===== src/rtl/fb_sched_pkg.sv =====
// Shared types and helpers for the triple-buffer frame bank scheduler.
package fb_sched_pkg;

  localparam int BANK_W = 2;

  typedef logic [BANK_W-1:0] bank_t;

  localparam bank_t WR_BANK_RESET    = 2'd0;
  localparam bank_t RD_BANK_RESET    = 2'd1;
  localparam bank_t READY_BANK_RESET = 2'd2;

  typedef enum logic {
    ST_DISARMED = 1'b0,
    ST_ARMED    = 1'b1
  } arm_state_t;

  // The three banks are 0..2, so the one not used by a and b is 3-a-b.
  function automatic bank_t third_bank(input bank_t a, input bank_t b);
    return bank_t'(2'd3 - a - b);
  endfunction

endpackage


===== src/rtl/vs_sync_edge.sv =====
// Two-flop synchronizer for a foreign VSYNC plus a registered one-cycle pulse
// on entry into the active level (POL). The pulse lands 3 clocks after the edge.
module vs_sync_edge #(
  parameter logic POL = 1'b1
) (
  input  logic clk,
  input  logic rst_n,
  input  logic vs,
  output logic evt
);

  // sync[0], sync[1] are the synchronizer; sync[2] is the previous settled value.
  logic [2:0] sync;

  always_ff @(posedge clk or negedge rst_n) begin
    if (!rst_n) begin
      sync <= {3{~POL}};
      evt  <= 1'b0;
    end else begin
      sync <= {sync[1:0], vs};
      evt  <= (sync[1] == POL) && (sync[2] != POL);
    end
  end

endmodule


===== src/rtl/frame_bank_scheduler.sv =====
// Triple-buffer bank scheduler: rotates writer/reader/pending banks on VSYNC
// events so the DMA never writes and reads the same frame bank.
module frame_bank_scheduler
  import fb_sched_pkg::*;
#(
  parameter int                    ADDR_WIDTH = 22,
  parameter logic [ADDR_WIDTH-1:0] BANK_WORDS = ADDR_WIDTH'(22'h0A_0000),
  parameter logic                  WR_VS_POL  = 1'b0,
  parameter logic                  RD_VS_POL  = 1'b1,
  parameter int                    CNT_WIDTH  = 8
) (
  input  logic                  iclk,
  input  logic                  irst_n,
  input  logic                  ien,
  input  logic                  iwr_vs,
  input  logic                  ird_vs,
  input  logic                  ifreeze,
  input  logic                  iclr_stats,
  output logic [1:0]            owr_bank,
  output logic [1:0]            ord_bank,
  output logic [ADDR_WIDTH-1:0] owr_base,
  output logic [ADDR_WIDTH-1:0] ord_base,
  output logic                  oready_valid,
  output logic [CNT_WIDTH-1:0]  odrop_cnt,
  output logic [CNT_WIDTH-1:0]  orepeat_cnt
);

  logic wr_evt_raw, rd_evt_raw;
  logic wr_evt, rd_evt;

  vs_sync_edge #(.POL(WR_VS_POL)) u_wr_sync (
    .clk   (iclk),
    .rst_n (irst_n),
    .vs    (iwr_vs),
    .evt   (wr_evt_raw)
  );

  vs_sync_edge #(.POL(RD_VS_POL)) u_rd_sync (
    .clk   (iclk),
    .rst_n (irst_n),
    .vs    (ird_vs),
    .evt   (rd_evt_raw)
  );

  // Synchronizers keep running while disabled so a VS already active at
  // enable time does not fake an edge.
  assign wr_evt = wr_evt_raw & ien;
  assign rd_evt = rd_evt_raw & ien;

  // Arm FSM: the first writer frame after reset/enable is partial and only arms.
  arm_state_t state, state_nx;
  logic       armed;
  logic       publish;

  always_ff @(posedge iclk or negedge irst_n) begin
    if (!irst_n) state <= ST_DISARMED;
    else         state <= state_nx;
  end

  always_comb begin
    state_nx = state;
    if (!ien)                                state_nx = ST_DISARMED;
    else if (wr_evt && state == ST_DISARMED) state_nx = ST_ARMED;
  end

  always_comb begin
    armed   = (state == ST_ARMED);
    publish = wr_evt && armed && !ifreeze;
  end

  function automatic logic [ADDR_WIDTH-1:0] base_of(input bank_t b);
    return ADDR_WIDTH'(b) * BANK_WORDS;
  endfunction

  function automatic logic [CNT_WIDTH-1:0] sat_step(input logic [CNT_WIDTH-1:0] cnt,
                                                    input logic inc, input logic clr);
    if (clr)                    return '0;
    else if (inc && cnt != '1)  return cnt + 1'b1;
    else                        return cnt;
  endfunction

  bank_t                ready_bank;
  bank_t                wr_nx, rd_nx, ready_nx;
  logic                 valid_nx;
  logic                 drop_inc, rep_inc, clr_cnt;
  logic [CNT_WIDTH-1:0] drop_nx, rep_nx;

  // Writer update is applied first so a same-cycle reader sees the new frame.
  always_comb begin
    wr_nx    = owr_bank;
    rd_nx    = ord_bank;
    ready_nx = ready_bank;
    valid_nx = oready_valid;
    drop_inc = 1'b0;
    rep_inc  = 1'b0;
    clr_cnt  = iclr_stats;
    if (!ien) begin
      wr_nx    = WR_BANK_RESET;
      rd_nx    = RD_BANK_RESET;
      ready_nx = READY_BANK_RESET;
      valid_nx = 1'b0;
      clr_cnt  = 1'b1;
    end else begin
      if (publish) begin
        ready_nx = owr_bank;
        valid_nx = 1'b1;
        wr_nx    = third_bank(owr_bank, ord_bank);
        drop_inc = oready_valid;
      end
      if (rd_evt) begin
        if (valid_nx) begin
          rd_nx    = ready_nx;
          valid_nx = 1'b0;
        end else begin
          rep_inc = 1'b1;
        end
      end
    end
    drop_nx = sat_step(odrop_cnt, drop_inc, clr_cnt);
    rep_nx  = sat_step(orepeat_cnt, rep_inc, clr_cnt);
  end

  always_ff @(posedge iclk or negedge irst_n) begin
    if (!irst_n) begin
      owr_bank     <= WR_BANK_RESET;
      ord_bank     <= RD_BANK_RESET;
      ready_bank   <= READY_BANK_RESET;
      oready_valid <= 1'b0;
      owr_base     <= base_of(WR_BANK_RESET);
      ord_base     <= base_of(RD_BANK_RESET);
      odrop_cnt    <= '0;
      orepeat_cnt  <= '0;
    end else begin
      owr_bank     <= wr_nx;
      ord_bank     <= rd_nx;
      ready_bank   <= ready_nx;
      oready_valid <= valid_nx;
      owr_base     <= base_of(wr_nx);
      ord_base     <= base_of(rd_nx);
      odrop_cnt    <= drop_nx;
      orepeat_cnt  <= rep_nx;
    end
  end

  a_wr_ne_rd: assert property (@(posedge iclk) disable iff (!irst_n)
    owr_bank != ord_bank);
  a_wr_ne_ready: assert property (@(posedge iclk) disable iff (!irst_n)
    owr_bank != ready_bank);
  a_banks_legal: assert property (@(posedge iclk) disable iff (!irst_n)
    owr_bank != 2'd3 && ord_bank != 2'd3 && ready_bank != 2'd3);

endmodule


===== config.mk =====
export PLATFORM = sky130hd
export DESIGN_NAME = frame_bank_scheduler
export DESIGN_NICKNAME = d
export VERILOG_FILES = /design/src/rtl/fb_sched_pkg.sv /design/src/rtl/vs_sync_edge.sv /design/src/rtl/frame_bank_scheduler.sv
export SDC_FILE = /design/constraint.sdc
export NUM_CORES = 1
export LEC_CHECK = 0
export CORE_MARGIN = 2
export CORE_UTILIZATION = 44
export DETAILED_ROUTE_END_ITERATION = 10
export PLACE_DENSITY = 0.8
export SLEW_MARGIN = 20
export SYNTH_ARGS = -nofsm -noshare
export SYNTH_HDL_FRONTEND = slang
export SYNTH_HIERARCHICAL = 1
export SYNTH_SLANG_ARGS = --single-unit
export TNS_END_PERCENT = 1

===== constraint.sdc =====
create_clock -name iclk -period 2.04 [get_ports iclk]
set_input_delay 0.204 -clock iclk [delete_from_list [all_inputs] [get_ports iclk]]
set_output_delay 0.204 -clock iclk [all_outputs]
set_load 0.05 [all_outputs]

== After elaboration in Yosys (flattened, before gate mapping) ==
Cells that the tools add are included.
Widths: inputs -> output; s select.
Operators by class
  equality and inequality tests: 3
  muxes and demuxes: 23
  multipliers: 2
  reductions and logical operators: 10
  bitwise logic cells: 5
  div/mod/pow operators: 0
  shift-type cells: 0
  $lt $le $gt $ge: 0
  add/sub/neg operators: 4
Operators by type and width (count)
  $mux 8: 4
  $add 8x1->8 const B: 2
  $ne 8x8->1 const B: 2
  $mux 2: 7
  $mux 1: 12
  $mul 2x3->5 const B: 2
  $logic_and 1x1->1: 7
  $reduce_bool 2->1: 2
  $not 1->1: 3
  $and 1x1->1: 2
  $ne 2x1->1 const B: 1
  $sub 2x2->2: 1
  $sub 2x2->2 const A: 1
  $logic_not 1->1: 1
Storage, ports and cells
  ROM bits: 0
  bits in latches: 0
  memories: 0
  register bits: 42
  word-level logic and storage cells: 60
  bits of input ports: 7
  output and inout bits: 65
  RAM bits: 0

== Longest topological paths before layout ==
Gate-level depths: netlist of the first run.
  depth after elaboration: 11
  gate-level depth with buffers: 5
  mapped depth without buffers: 5

== Modules after synthesis ==
The synthesis of the first run kept the hierarchy.
Modules (own cells, without submodules)
  frame_bank_scheduler: area each 1630.3 µm², cells each 176, instances 1
  vs_sync_edge (u_wr_sync): area each 117.6 µm², cells each 5, instances 1
  vs_sync_edge (u_rd_sync): area each 113.9 µm², cells each 5, instances 1

== Least setup slack after synthesis of the first run ==
OpenSTA, ideal clock, no wires.
  kind: reg-to-reg
  start: reg odrop_cnt[0]
  end: reg odrop_cnt[5]
  arrival time: 1870 ps
  library setup time: 77 ps
  cell stages (with the launch flop): 6
  slack: 93 ps
  cell sequence: dfrtp_1 ha_1 nand4_1 o2111ai_4 or4_1 a21oi_1
On the way
  cells in the longest elaborated chain, start to end: 3
Ends and longest elaborated chain
  start, declared: RTL line frame_bank_scheduler.sv:24  | output logic [CNT_WIDTH-1:0] odrop_cnt,
  start signal, assigned: RTL line frame_bank_scheduler.sv:140  | odrop_cnt <= drop_nx;
  $add 8x1->8 / $ne 8x8->1 (equally long branches): RTL line frame_bank_scheduler.sv:78  | else if (inc && cnt != '1) return cnt + 1'b1;
  $mux 8 / $logic_and 1x1->1 (equally long branches): RTL line frame_bank_scheduler.sv:78
  $mux 8 / $reduce_bool 2->1 (equally long branches)
Several ways; a longest one is shown, not always the timed one. The select of a mux whose other input is x is not followed.
A chain may end at the register's enable or synchronous reset.

== Worst setup path after layout of the first run ==
  start: reg oready_valid
  end: out oready_valid
RTL lines
  start, declared: RTL line frame_bank_scheduler.sv:23  | output logic oready_valid,
  start signal, assigned: RTL line frame_bank_scheduler.sv:137  | oready_valid <= valid_nx;
No word-level cell between the ends.

==> summary.txt, run 1 <==
Critical path
  – CP max stage delay: just under 0.9 ns
  – Worst setup EP type: primary output
  – CP cell instances: clkdlybuf4s50_1
  – Crit Path Category: reg -> out
  – Setup crit start kind: flop
  – Crit Path Max Fanout: 9
  – Crit path max-delay cell type: clkdlybuf4s50_1
  – Crit path buf inv count: 1
  – Crit path DAT: approximately 1.7 ns
  – Required time of the critical path: 1.84 ns
  – CP delay by family, top: buffers and inverters

Routing
  – Vias/cell: slightly below 5
  – WL/cell: between 10 and 15 um
  – Via Count: roughly 1,400
  – Post-Route WL: ~3200 um
  – Antenna viol nets, final: 0
  – Pre-Repair DR Iteration Count: 4
  – Starting DRC count in detailed routing: 98
  – DRC: 0

Clock network
  – Hold buffers post-CTS: 0
  – Inserted Clock Buffers: 5
  – Max Buffers Root-to-Sink: 2
  – TritonCTS clock tree: done
  – Clk slew on worst S/H paths: ~0.070 ns
  – Clk_lat worst skew: roughly 0.29 ns
  – CTS resizes: 0
  – Clock sink count: 32
  – Clock root buffer master: clkbuf_8
  – # Post-CTS Setup Buffers: 0
  – H-tree Lvls: 2

Finish
  – Fin nets: 232
  – Diodes inserted: 0
  – Layout cell share with drive strength beyond 1: about 11%
  – Layout area overhead: 17.1%
  – Post-layout util: between 50% and 60%
  – Finished Cell Area: approximately 2200 um^2
  – Multi-input gate area: just over 800 um^2
  – Register Area: just over 800 um^2
  – Fillers: 378

Synth
  – Largest cells by area after synthesis: dfrtp_1 (36%), buf_4 (18%), dfstp_2 (7.1%), o21ai_0 (2.7%), nand4_1 (2.4%)
  – Mapped cell area: 1860 um^2
  – #FFs+latches synth: 32
  – Synth cell types: 42
  – Ys async rst share: 100%
  – Cells after Synth: around 190
  – Main synth FF type: dfrtp_1
  – Synth Warn #: 6
  – Share of the synthesized area in the top cell type: a little over a third
  – Post-synthesis sequential area ratio: 43.3%
  – Post-synth EDFFs: 0
  – Syn Area/Cell: ~10 um^2
  – Largest area contributor in the netlist: dfrtp_1

Floorplan
  – Die Span X: 69.1 um
  – Die area: ~4800 um^2
  – Core area: about 4000 um^2
  – IO Count: slightly above 70
  – Row Count: 23
  – Die H: between 60 and 70 um
  – Initial Util: ~46%

Pwr
  – Logic pwr share: between 10% and 20%
  – Pwr dens: between 600 and 700 nW/um^2
  – Flop pwr share: between 40% and 50%
  – Int Pwr: approximately 920 uW
  – P_leak: 0.000942 uW
  – Worst vdd ir: around 0.4 mV
  – Sw power: 433 uW
  – Clock network fraction of design power: between 30 and 40%
  – Switching share of power: between 30% and 40%

GRT
  – Initial antenna violation count: 0
  – GRT Total Usage: between 10 and 15%
  – Grt total ovfl: 0
  – First-pass GRT wire length: 5430 um
  – Largest net degree at the start of global routing: 33
  – Vias in the first global route: about 1,200

STA
  – Fin crit share: between 90 and 100%
  – Slew Limit Fails: 0
  – Setup ws final: 0.149 ns
  – RSZ-0062 raised after global routing: false
  – Fin. Hold Viols: 0
  – Final Skew: about 0.01 ns
  – Fin crit period: between 1.5 and 2 ns
  – Slew HR: between 60 and 70%
  – Fmax: between 500 and 600 MHz
  – Worst-margin pin slew: 0.509 ns
  – Final setup fails: 0
  – Setup TNS: 0 ns

Place
  – HPWL after DPL: roughly 2300 um
  – DP Area: around 2100 um^2
  – DP Worst Slack: roughly 0.076 ns
  – PortBufs: 35
  – RePlAce Congestion: 0.828

Run status
  – Outcome: completed

Job
  – Max-cap violations: 0

Min path
  – Worst min path class: in -> async
synth_stat cells, drive strengths merged, types with 3 or more instances:
| library cell | n |
|---|---|
| buf | 46 |
| dfrtp | 27 |
| nand2 | 11 |
| o21ai | 11 |
| a21oi | 8 |
| nand4 | 7 |
| nor2 | 6 |
| dfstp | 5 |
| nand2b | 5 |
| nand3 | 5 |
| or3 | 5 |
| mux2i | 4 |
| or4 | 4 |
| and3 | 3 |
| ha | 3 |
| nor2b | 3 |
| nor4 | 3 |
| o21a | 3 |
| o31ai | 3 |
path summary, 6_finish.rpt:
check                             startpoint           endpoint  slack, ns  depth (start not counted)
min reg2reg                u_wr_sync/sync[0]  u_wr_sync/sync[1]       0.36                          0
max                             oready_valid       oready_valid       0.15                          1
min                                   irst_n        owr_bank[0]       0.32                          2
min in group iclk                     iwr_vs  u_wr_sync/sync[0]       0.33                          1
max in group asynchronous             irst_n  u_wr_sync/sync[2]       1.39                          2
max reg2reg                     oready_valid     orepeat_cnt[3]       0.22                          3
cell type report:
cell class / instances / share of cell area [%]
repair buffers: 42 / 18.5
clock buffers: 7 / 3.50
clock inverters: 1 / 0.230
well taps: 50 / 2.87
flip-flops and latches: 32 / 37.0
inverters: 2 / 0.344
multi-input cells: 139 / 37.5
cells by family (layout without fill, tap and decap cells):
group	after synthesis	in the layout	share of synthesized area [%]
compound gates	33	33	12.1
fa+ha+maj	3	3	2.02
xor+xnor	2	2	0.941
mux	4	4	2.15
simple gates	61	61	19.5
buf+inv	50	52	19.8
other cells	1	36	0.201
flops	32	32	43.3
power by group through the flow:
stage	clock network, uW	logic, uW	registers (uW)
after floorplan	0	234	675
after global routing	505	239	660
after global placement	0	228	669
final	469	228	658
after detailed placement	0	229	670
after CTS	485	229	659
placed cells by master, fill, tap and decap left out, drive strengths merged, types with 2 or more instances in the layout:
cell type	netlist	layout
inv	2	2
nand2	11	11
nor2b	3	3
buf	46	7
or3	5	5
ha	3	3
nand3	5	5
o311ai	2	2
and3	3	3
nor2	6	6
clkbuf	2	7
dfrtp	27	27
nand4	7	7
o31ai	3	3
a21oi	8	8
dfstp	5	5
xor2	2	2
mux2i	4	4
clkdlybuf4s50	0	35
o21ai	11	11
nor4	3	3
o21a	3	3
and2	2	2
or4	4	4
nand2b	5	5
conb	1	36
nor3b	2	2
metrics by stage:
step | total power [uW] | cells | hold WS, ns
after detailed placement | 899 | 265 | 0.349
after CTS | 1370 | 273 | 0.320
after global placement | 897 | 265 | 0.332
after global routing | 1400 | 273 | 0.324
final | 1360 | 273 | 0.317
after floorplan | 909 | 221 | -0.0916
routing by layer:
metal | GRT usage, % | wire (um) | share of wire [%]
met1 | 18.2 | 1450 | 45
met2 | 21.9 | 1540 | 48
met3 | 4.09 | 196 | 6.1
met4 | 4.58 | 34 | 1.1
met5 | 0 | 0 | 0
state kept, by name, indices dropped and copies added (netlist names):
register        count
odrop_cnt           8
orepeat_cnt         8
u_rd_sync/sync      3
u_wr_sync/sync      3
ready_bank          2
armed               1
ord_bank            1
ord_base            1
oready_valid        1
owr_bank            1
owr_base            1
u_rd_sync/evt       1
u_wr_sync/evt       1
worst reg2reg max path: cells and delay by family (launching register included):
kind / cells / cell delay [ns]
flip-flops: 1 / 0.50
AO/OA/AOI/OAI: 1 / 0.16
AND/OR/NAND/NOR: 2 / 1.09
Note: power is estimated with default switching activity, not from simulation.
==> inputs of run 2 (changes only) <==
Settings changed: ABC_AREA from default to 1, CORE_UTILIZATION 44 to 45, PLACE_DENSITY 0.8 to 0.81.
==> run 2 against run 1 <==
Compared with the run above: final area is 5.9% higher; non-clock buffer count decreased by 5; largest power group unchanged; via count up 13%.
==> summary.txt, run 2 <==
Clock network
  – Clk_lat worst skew: 0.28 ns (about the same)
  – Clk slew on worst S/H paths: 0.07 ns (about the same)
  – # Post-CTS Setup Buffers: 0 (unchanged)
  – Clock sink count: 32 (unchanged)
  – Clock root buffer master: clkbuf_8
  – Hold buffers post-CTS: 0 (unchanged)
  – TritonCTS clock tree: done
  – Inserted Clock Buffers: 5 (unchanged)
  – CTS resizes: 0 (unchanged)
  – Max Buffers Root-to-Sink: 2 (unchanged)
  – H-tree Lvls: 2 (unchanged)

Critical path
  – CP delay by family, top: buffers and inverters
  – Crit path buf inv count: 1 (unchanged)
  – Crit Path Max Fanout: 5 (-4)
  – Crit Path Category: reg -> out
  – Crit path max-delay cell type: clkdlybuf4s50_1
  – CP cell instances: clkdlybuf4s50_1
  – Required time of the critical path: 1.84 ns (about the same)
  – Worst setup EP type: primary output
  – Setup crit start kind: flop
  – Crit path DAT: 1.66 ns (-0.03 ns)
  – CP max stage delay: 0.81 ns (-0.06 ns)

Floorplan
  – Initial Util: 46.1% (-0.088 points)
  – Core area: 4320 um^2 (+7.3%)
  – Die H: 70.6 um (+2.2%)
  – Die area: 4980 um^2 (+4.5%)
  – Row Count: 24 (+4.3%)
  – Die Span X: 70.6 um (+2.2%)
  – IO Count: 72 (unchanged)

Synth
  – #FFs+latches synth: 32 (unchanged)
  – Post-synth EDFFs: 0 (unchanged)
  – Main synth FF type: dfrtp_1
  – Largest area contributor in the netlist: dfrtp_1
  – Mapped cell area: 1990 um^2 (+7.1%)
  – Cells after Synth: 253 (+36%)
  – List of most frequent post-synthesis cells: nand2_1 (62), buf_4 (44), nand3_1 (33), dfrtp_1 (27), inv_1 (27)
  – Top-count cell post-synth: nand2_1
  – Share of the synthesized area in the top cell type: 33.9% (-2.4 points)
  – Syn Area/Cell: 7.88 um^2 (-21%)
  – Synth Warn #: 6 (unchanged)
  – Ys async rst share: 100% (unchanged)
  – Largest cells by area after synthesis: dfrtp_1 (34%), buf_4 (17%), nand2_1 (12%), nand3_1 (8.3%), dfstp_2 (6.6%)
  – Synth cell types: 25 (-40%)
  – Post-synthesis sequential area ratio: 40.5% (-2.9 points)

Finish
  – Fin nets: 296 (+28%)
  – Top Registers: odrop_cnt: 8 flops, orepeat_cnt: 8 flops
  – Register Area: 807 um^2 (unchanged)
  – Fillers: 423 (+12%)
  – Layout area overhead: 15.7%
  – Diodes inserted: 0 (unchanged)
  – Layout cell share with drive strength beyond 1: 10.1% (-1.1 points)
  – Multi-input gate area: 873 um^2 (+6.7%)
  – Non-filler cells, final: 339 (+24%)
  – Most frequent cells in the layout: nand2_1 (62), conb_1 (36), clkdlybuf4s50_1 (35)
  – Commonest non-fill, non-tap cell in the layout: nand2_1
  – Post-layout util: 53.4% (-0.71 points)

STA
  – Setup ws final: 0.180 ns (+0.0307 ns)
  – Fin crit share: 91.2% (-1.5 points)
  – Slew Limit Fails: 0 (unchanged)
  – Setup TNS: 0 ns (unchanged)
  – Fin. Hold Viols: 0 (unchanged)
  – Fmax: 538 MHz (+1.7%)
  – Final setup fails: 0 (unchanged)
  – RSZ-0062 raised after global routing: false
  – Final Skew: 0.00375 ns (-0.00619 ns)
  – Fin crit period: 1.86 ns (-0.0307 ns)
  – Hold_ws: 0.309 ns (-0.00820 ns)
  – Worst-margin pin slew: 0.500 ns (-0.00874 ns)
  – Slew HR: 66.5% (+0.58 points)

GRT
  – Vias in the first global route: 1,349 (+12%)
  – GRT Total Usage: 15.2% (+1.3 points)
  – Largest net degree at the start of global routing: 33 (unchanged)
  – Initial antenna violation count: 0 (unchanged)
  – Grt total ovfl: 0 (unchanged)
  – First-pass GRT wire length: 5950 um (+9.7%)

Place
  – DP Worst Slack: 0.379 ns (+0.303 ns)
  – PortBufs: 35 (unchanged)
  – RePlAce Congestion: 0.811 (-2.0%)
  – HPWL after DPL: 2560 um (+11%)
  – Cells after DPL: 331 (+25%)

Run status
  – Outcome: completed

Routing
  – Antenna viol nets, final: 0 (unchanged)
  – Pre-Repair DR Iteration Count: 4 (unchanged)
  – Post-Route WL: 3510 um (+8.7%)
  – Via Count: 1,532 (+13%)
  – WL/cell: 10.3 um (-12%)
  – DRC: 0 (unchanged)
  – Starting DRC count in detailed routing: 108 (+10%)
  – Vias/cell: 4.52 (-8.7%)

Job
  – Max-cap violations: 0 (unchanged)

Pwr
  – P_leak: 0.00118 uW (+26%)
  – Worst vdd ir: 0.405 mV (+1.6%)
  – Pwr dens: 595 nW/um^2 (-4.4%)

Min path
  – Worst min path class: in -> async
==> run 2: cell types whose count changed after synthesis, moves of 4 or more <==
cell | previous run | this run
or3_1 | 4 | 0
mux2i_1 | 4 | 0
a21oi_1 | 8 | 1
nand4_1 | 7 | 3
inv_1 | 2 | 27
nor2_1 | 6 | 16
nor2_2 | 0 | 4
or4_1 | 4 | 0
nand2_1 | 11 | 62
nand3_1 | 5 | 33
o21ai_0 | 10 | 2
nand2b_1 | 5 | 0
==> run 2: worst paths after layout <==
path                       cells after the start              start  slack, ns                end
setup / recovery                               1        ord_bank[0]       0.18       ord_base[17]
hold / removal                                 2             irst_n       0.31     orepeat_cnt[6]
setup reg to reg                               7     orepeat_cnt[0]       0.46     orepeat_cnt[3]
hold reg to reg                                0  u_rd_sync/sync[0]       0.35  u_rd_sync/sync[1]
max in group asynchronous                      2             irst_n       1.41  u_wr_sync/sync[0]
min in group iclk                              1             iwr_vs       0.32  u_wr_sync/sync[0]
==> run 2: layout make-up <==
class / count / share of cell area (%)
repair buffers: 37 / 15.8
clock inverters: 2 / 0.434
flip-flops and latches: 32 / 35.0
inverters: 28 / 4.55
well taps: 52 / 2.82
multi-input cells: 182 / 37.8
clock buffers: 6 / 3.58
==> run 2: stage by stage <==
stage / power, uW / area [um^2]
global route: 1420 / 2310
finish: 1370 / 2310
floorplan: 902 / 2130
CTS: 1390 / 2310
global placement: 884 / 2220
detailed placement: 886 / 2220
==> run 2: kinds of logic after synthesis <==
kind of cell	Yosys count	synth area share, %
AO/OA/AOI/OAI	5	1.38
XOR/XNOR	6	2.63
adder cells (fa/ha/maj)	3	1.88
buffers and inverters	74	22.3
flip-flops	32	40.5
other	1	0.188
AND/OR/NAND/NOR	132	31.1
==> run 2: power by group <==
| part | leakage (uW) | internal (uW) | switching, uW |
|---|---|---|---|
| Clock | 0.0000510 | 269 | 230 |
| Sequential | 0.000420 | 648 | 7.14 |
| Combinational | 0.000712 | 25.7 | 193 |
| Total | 0.00118 | 943 | 430 |
==> run 2: layer usage <==
layer / part of all wire (%) / wire (um) / up-vias / GRT usage [%]
li1: - / - / 774 / -
met1: 43 / 1500 / 691 / 18.4
met2: 48 / 1690 / 59 / 25.3
met3: 7.0 / 247 / 8 / 4.56
met4: 2.1 / 72 / 0 / 6.50
met5: 0 / 0 / - / 0
==> inputs of run 3 (changes only) <==
Settings changed: CORE_MARGIN 2 to 10.
==> run 3 against run 2 <==
Compared with the run above: clock skew increased by 0.0022 ns; largest cell class unchanged; final area is 1.8% higher; maximum frequency shrank 0.88%; sequential share of layout area fell by 0.61 points; critical path type unchanged; total power grew 13%; sequential power hardly changed.
==> summary.txt, run 3 (same netlist as run 2, synthesis figures left out) <==
Clock network
  – Inserted Clock Buffers: 5 (unchanged)
  – TritonCTS clock tree: done
  – # Post-CTS Setup Buffers: 0 (unchanged)
  – CTS resizes: 0 (unchanged)
  – Hold buffers post-CTS: 0 (unchanged)
  – Max Buffers Root-to-Sink: 2 (unchanged)
  – Clock sink count: 32 (unchanged)
  – Clk_lat worst skew: 0.29 ns (about the same)
  – Clk slew on worst S/H paths: 0.07 ns (about the same)
  – Clock root buffer master: clkbuf_8
  – H-tree Lvls: 2 (unchanged)

Routing
  – Vias/cell: 4.44 (-1.9%)
  – Pre-Repair DR Iteration Count: 4 (unchanged)
  – Via Count: 1,508 (-1.6%)
  – WL/cell: 12.1 um (+17%)
  – Antenna viol nets, final: 0 (unchanged)
  – DRC: 0 (unchanged)
  – Post-Route WL: 4120 um (+18%)
  – Starting DRC count in detailed routing: 73 (-32%)

Critical path
  – CP max stage delay: 0.81 ns (about the same)
  – Crit path DAT: 1.67 ns (about the same)
  – Worst setup EP type: primary output
  – Crit Path Category: reg -> out
  – Worst Setup SP: ord_bank[0]
  – RR Startpoint: orepeat_cnt[0]
  – CP Capture Point: ord_base[17]
  – R2R Path End: orepeat_cnt[6]
  – Crit Path Max Fanout: 5 (unchanged)
  – Required time of the critical path: 1.84 ns (about the same)
  – Setup crit start kind: flop
  – R2R cell count: 8 (+1)
  – CP cell instances: clkdlybuf4s50_1
  – Crit path buf inv count: 1 (unchanged)
  – CP Depth: 1 (unchanged)
  – CP delay by family, top: buffers and inverters
  – Reg2reg setup slack: 0.42 ns (-0.04 ns)
  – Crit path max-delay cell type: clkdlybuf4s50_1

Run status
  – Outcome: completed

Pwr
  – P_leak: 0.00120 uW (+1.6%)
  – Worst vdd ir: 0.398 mV (-1.9%)
  – Pwr dens: 659 nW/um^2 (+11%)

Finish
  – Layout cell share with drive strength beyond 1: 10.4% (+0.31 points)
  – Fillers: 423 (unchanged)
  – Most frequent cells in the layout: nand2_1 (62), conb_1 (36), clkdlybuf4s50_1 (35)
  – Diodes inserted: 0 (unchanged)
  – Commonest non-fill, non-tap cell in the layout: nand2_1
  – Multi-input gate area: 873 um^2 (unchanged)
  – Top Registers: odrop_cnt: 8 flops, orepeat_cnt: 8 flops
  – Fin nets: 297 (+0.34%)
  – Layout area overhead: 17.8%
  – Register Area: 807 um^2 (unchanged)

Place
  – DP Worst Slack: 0.345 ns (-0.0345 ns)
  – PortBufs: 35 (unchanged)
  – HPWL after DPL: 3120 um (+22%)
  – RePlAce Congestion: 0.842 (+3.9%)

GRT
  – GRT Total Usage: 11.1% (-4.1 points)
  – First-pass GRT wire length: 6790 um (+14%)
  – Grt total ovfl: 0 (unchanged)
  – Vias in the first global route: 1,530 (+13%)
  – Largest net degree at the start of global routing: 33 (unchanged)
  – Initial antenna violation count: 0 (unchanged)

Floorplan
  – Die Span X: 86.6 um (+23%)
  – Die H: 86.6 um (+23%)
  – Core area: 4320 um^2 (unchanged)
  – Initial Util: 46.1% (unchanged)
  – IO Count: 72 (unchanged)
  – Die area: 7500 um^2 (+50%)
  – Row Count: 24 (unchanged)

Min path
  – Worst min path class: in -> async

STA
  – Setup TNS: 0 ns (unchanged)
  – Slew Limit Fails: 0 (unchanged)
  – Fin crit share: 92.0% (+0.81 points)
  – Fmax: 533 MHz (-0.88%)
  – RSZ-0062 raised after global routing: false
  – Setup ws final: 0.163 ns (-0.0166 ns)
  – Slew HR: 65.8% (-0.77 points)
  – Final Skew: 0.00593 ns (+0.00218 ns)
  – Fin crit period: 1.88 ns (+0.0166 ns)
  – Fin. Hold Viols: 0 (unchanged)
  – Final setup fails: 0 (unchanged)
  – Worst-margin pin slew: 0.512 ns (+0.0114 ns)

Job
  – Max-cap violations: 0 (unchanged)
[run 3: worst min-delay path by stage]
stage,endpoint,slack [ns],cells past startpoint
5_1_grt,u_wr_sync/sync[0],0.31,1
3_3_place_gp,u_rd_sync/sync[1],0.33,0
2_1_floorplan,armed,-0.09,0
3_5_place_dp,u_rd_sync/sync[1],0.34,0
6_report,ord_base[20],0.30,2
4_1_cts,orepeat_cnt[2],0.31,2
[run 3: through the flow]
| step | instance area (um^2) | util, % | instances | power [uW] | hold slack (ns) |
|---|---|---|---|---|---|
| finish | 2350 | 54.3 | 340 | 1550 | 0.304 |
| global route | 2350 | 54.3 | 340 | 1610 | 0.310 |
| CTS | 2350 | 54.3 | 340 | 1560 | 0.312 |
| detailed placement | 2220 | 51.4 | 332 | 888 | 0.336 |
| global placement | 2220 | 51.4 | 332 | 886 | 0.332 |
| floorplan | 2130 | - | 288 | 902 | -0.0916 |
[run 3: cell type report]
class / instances / area share (%)
Tap cell: 52 / 2.77
Timing Repair Buffer: 38 / 15.9
Multi-Input combinational cell: 182 / 37.2
Clock buffer: 7 / 4.10
Inverter: 28 / 4.47
Clock inverter: 1 / 1.28
Sequential cell: 32 / 34.3
[run 3: report_power, final]
part / internal (uW) / leakage [uW] / total (uW) / switching (uW)
sequential: 648 / 0.000420 / 655 / 6.91
combinational: 27.0 / 0.000717 / 224 / 197
clock: 431 / 0.0000645 / 668 / 238
total: 1110 / 0.00120 / 1550 / 442
[run 3: layer usage]
| metal | share of wire, % | wire (um) | vias to the layer above | global-route usage, % |
|---|---|---|---|---|
| li1 | - | - | 773 | - |
| met1 | 39 | 1610 | 681 | 11.8 |
| met2 | 48 | 1970 | 46 | 17.8 |
| met3 | 11 | 462 | 8 | 5.72 |
| met4 | 1.8 | 73 | 0 | 5.15 |
| met5 | 0 | 0 | - | 0 |
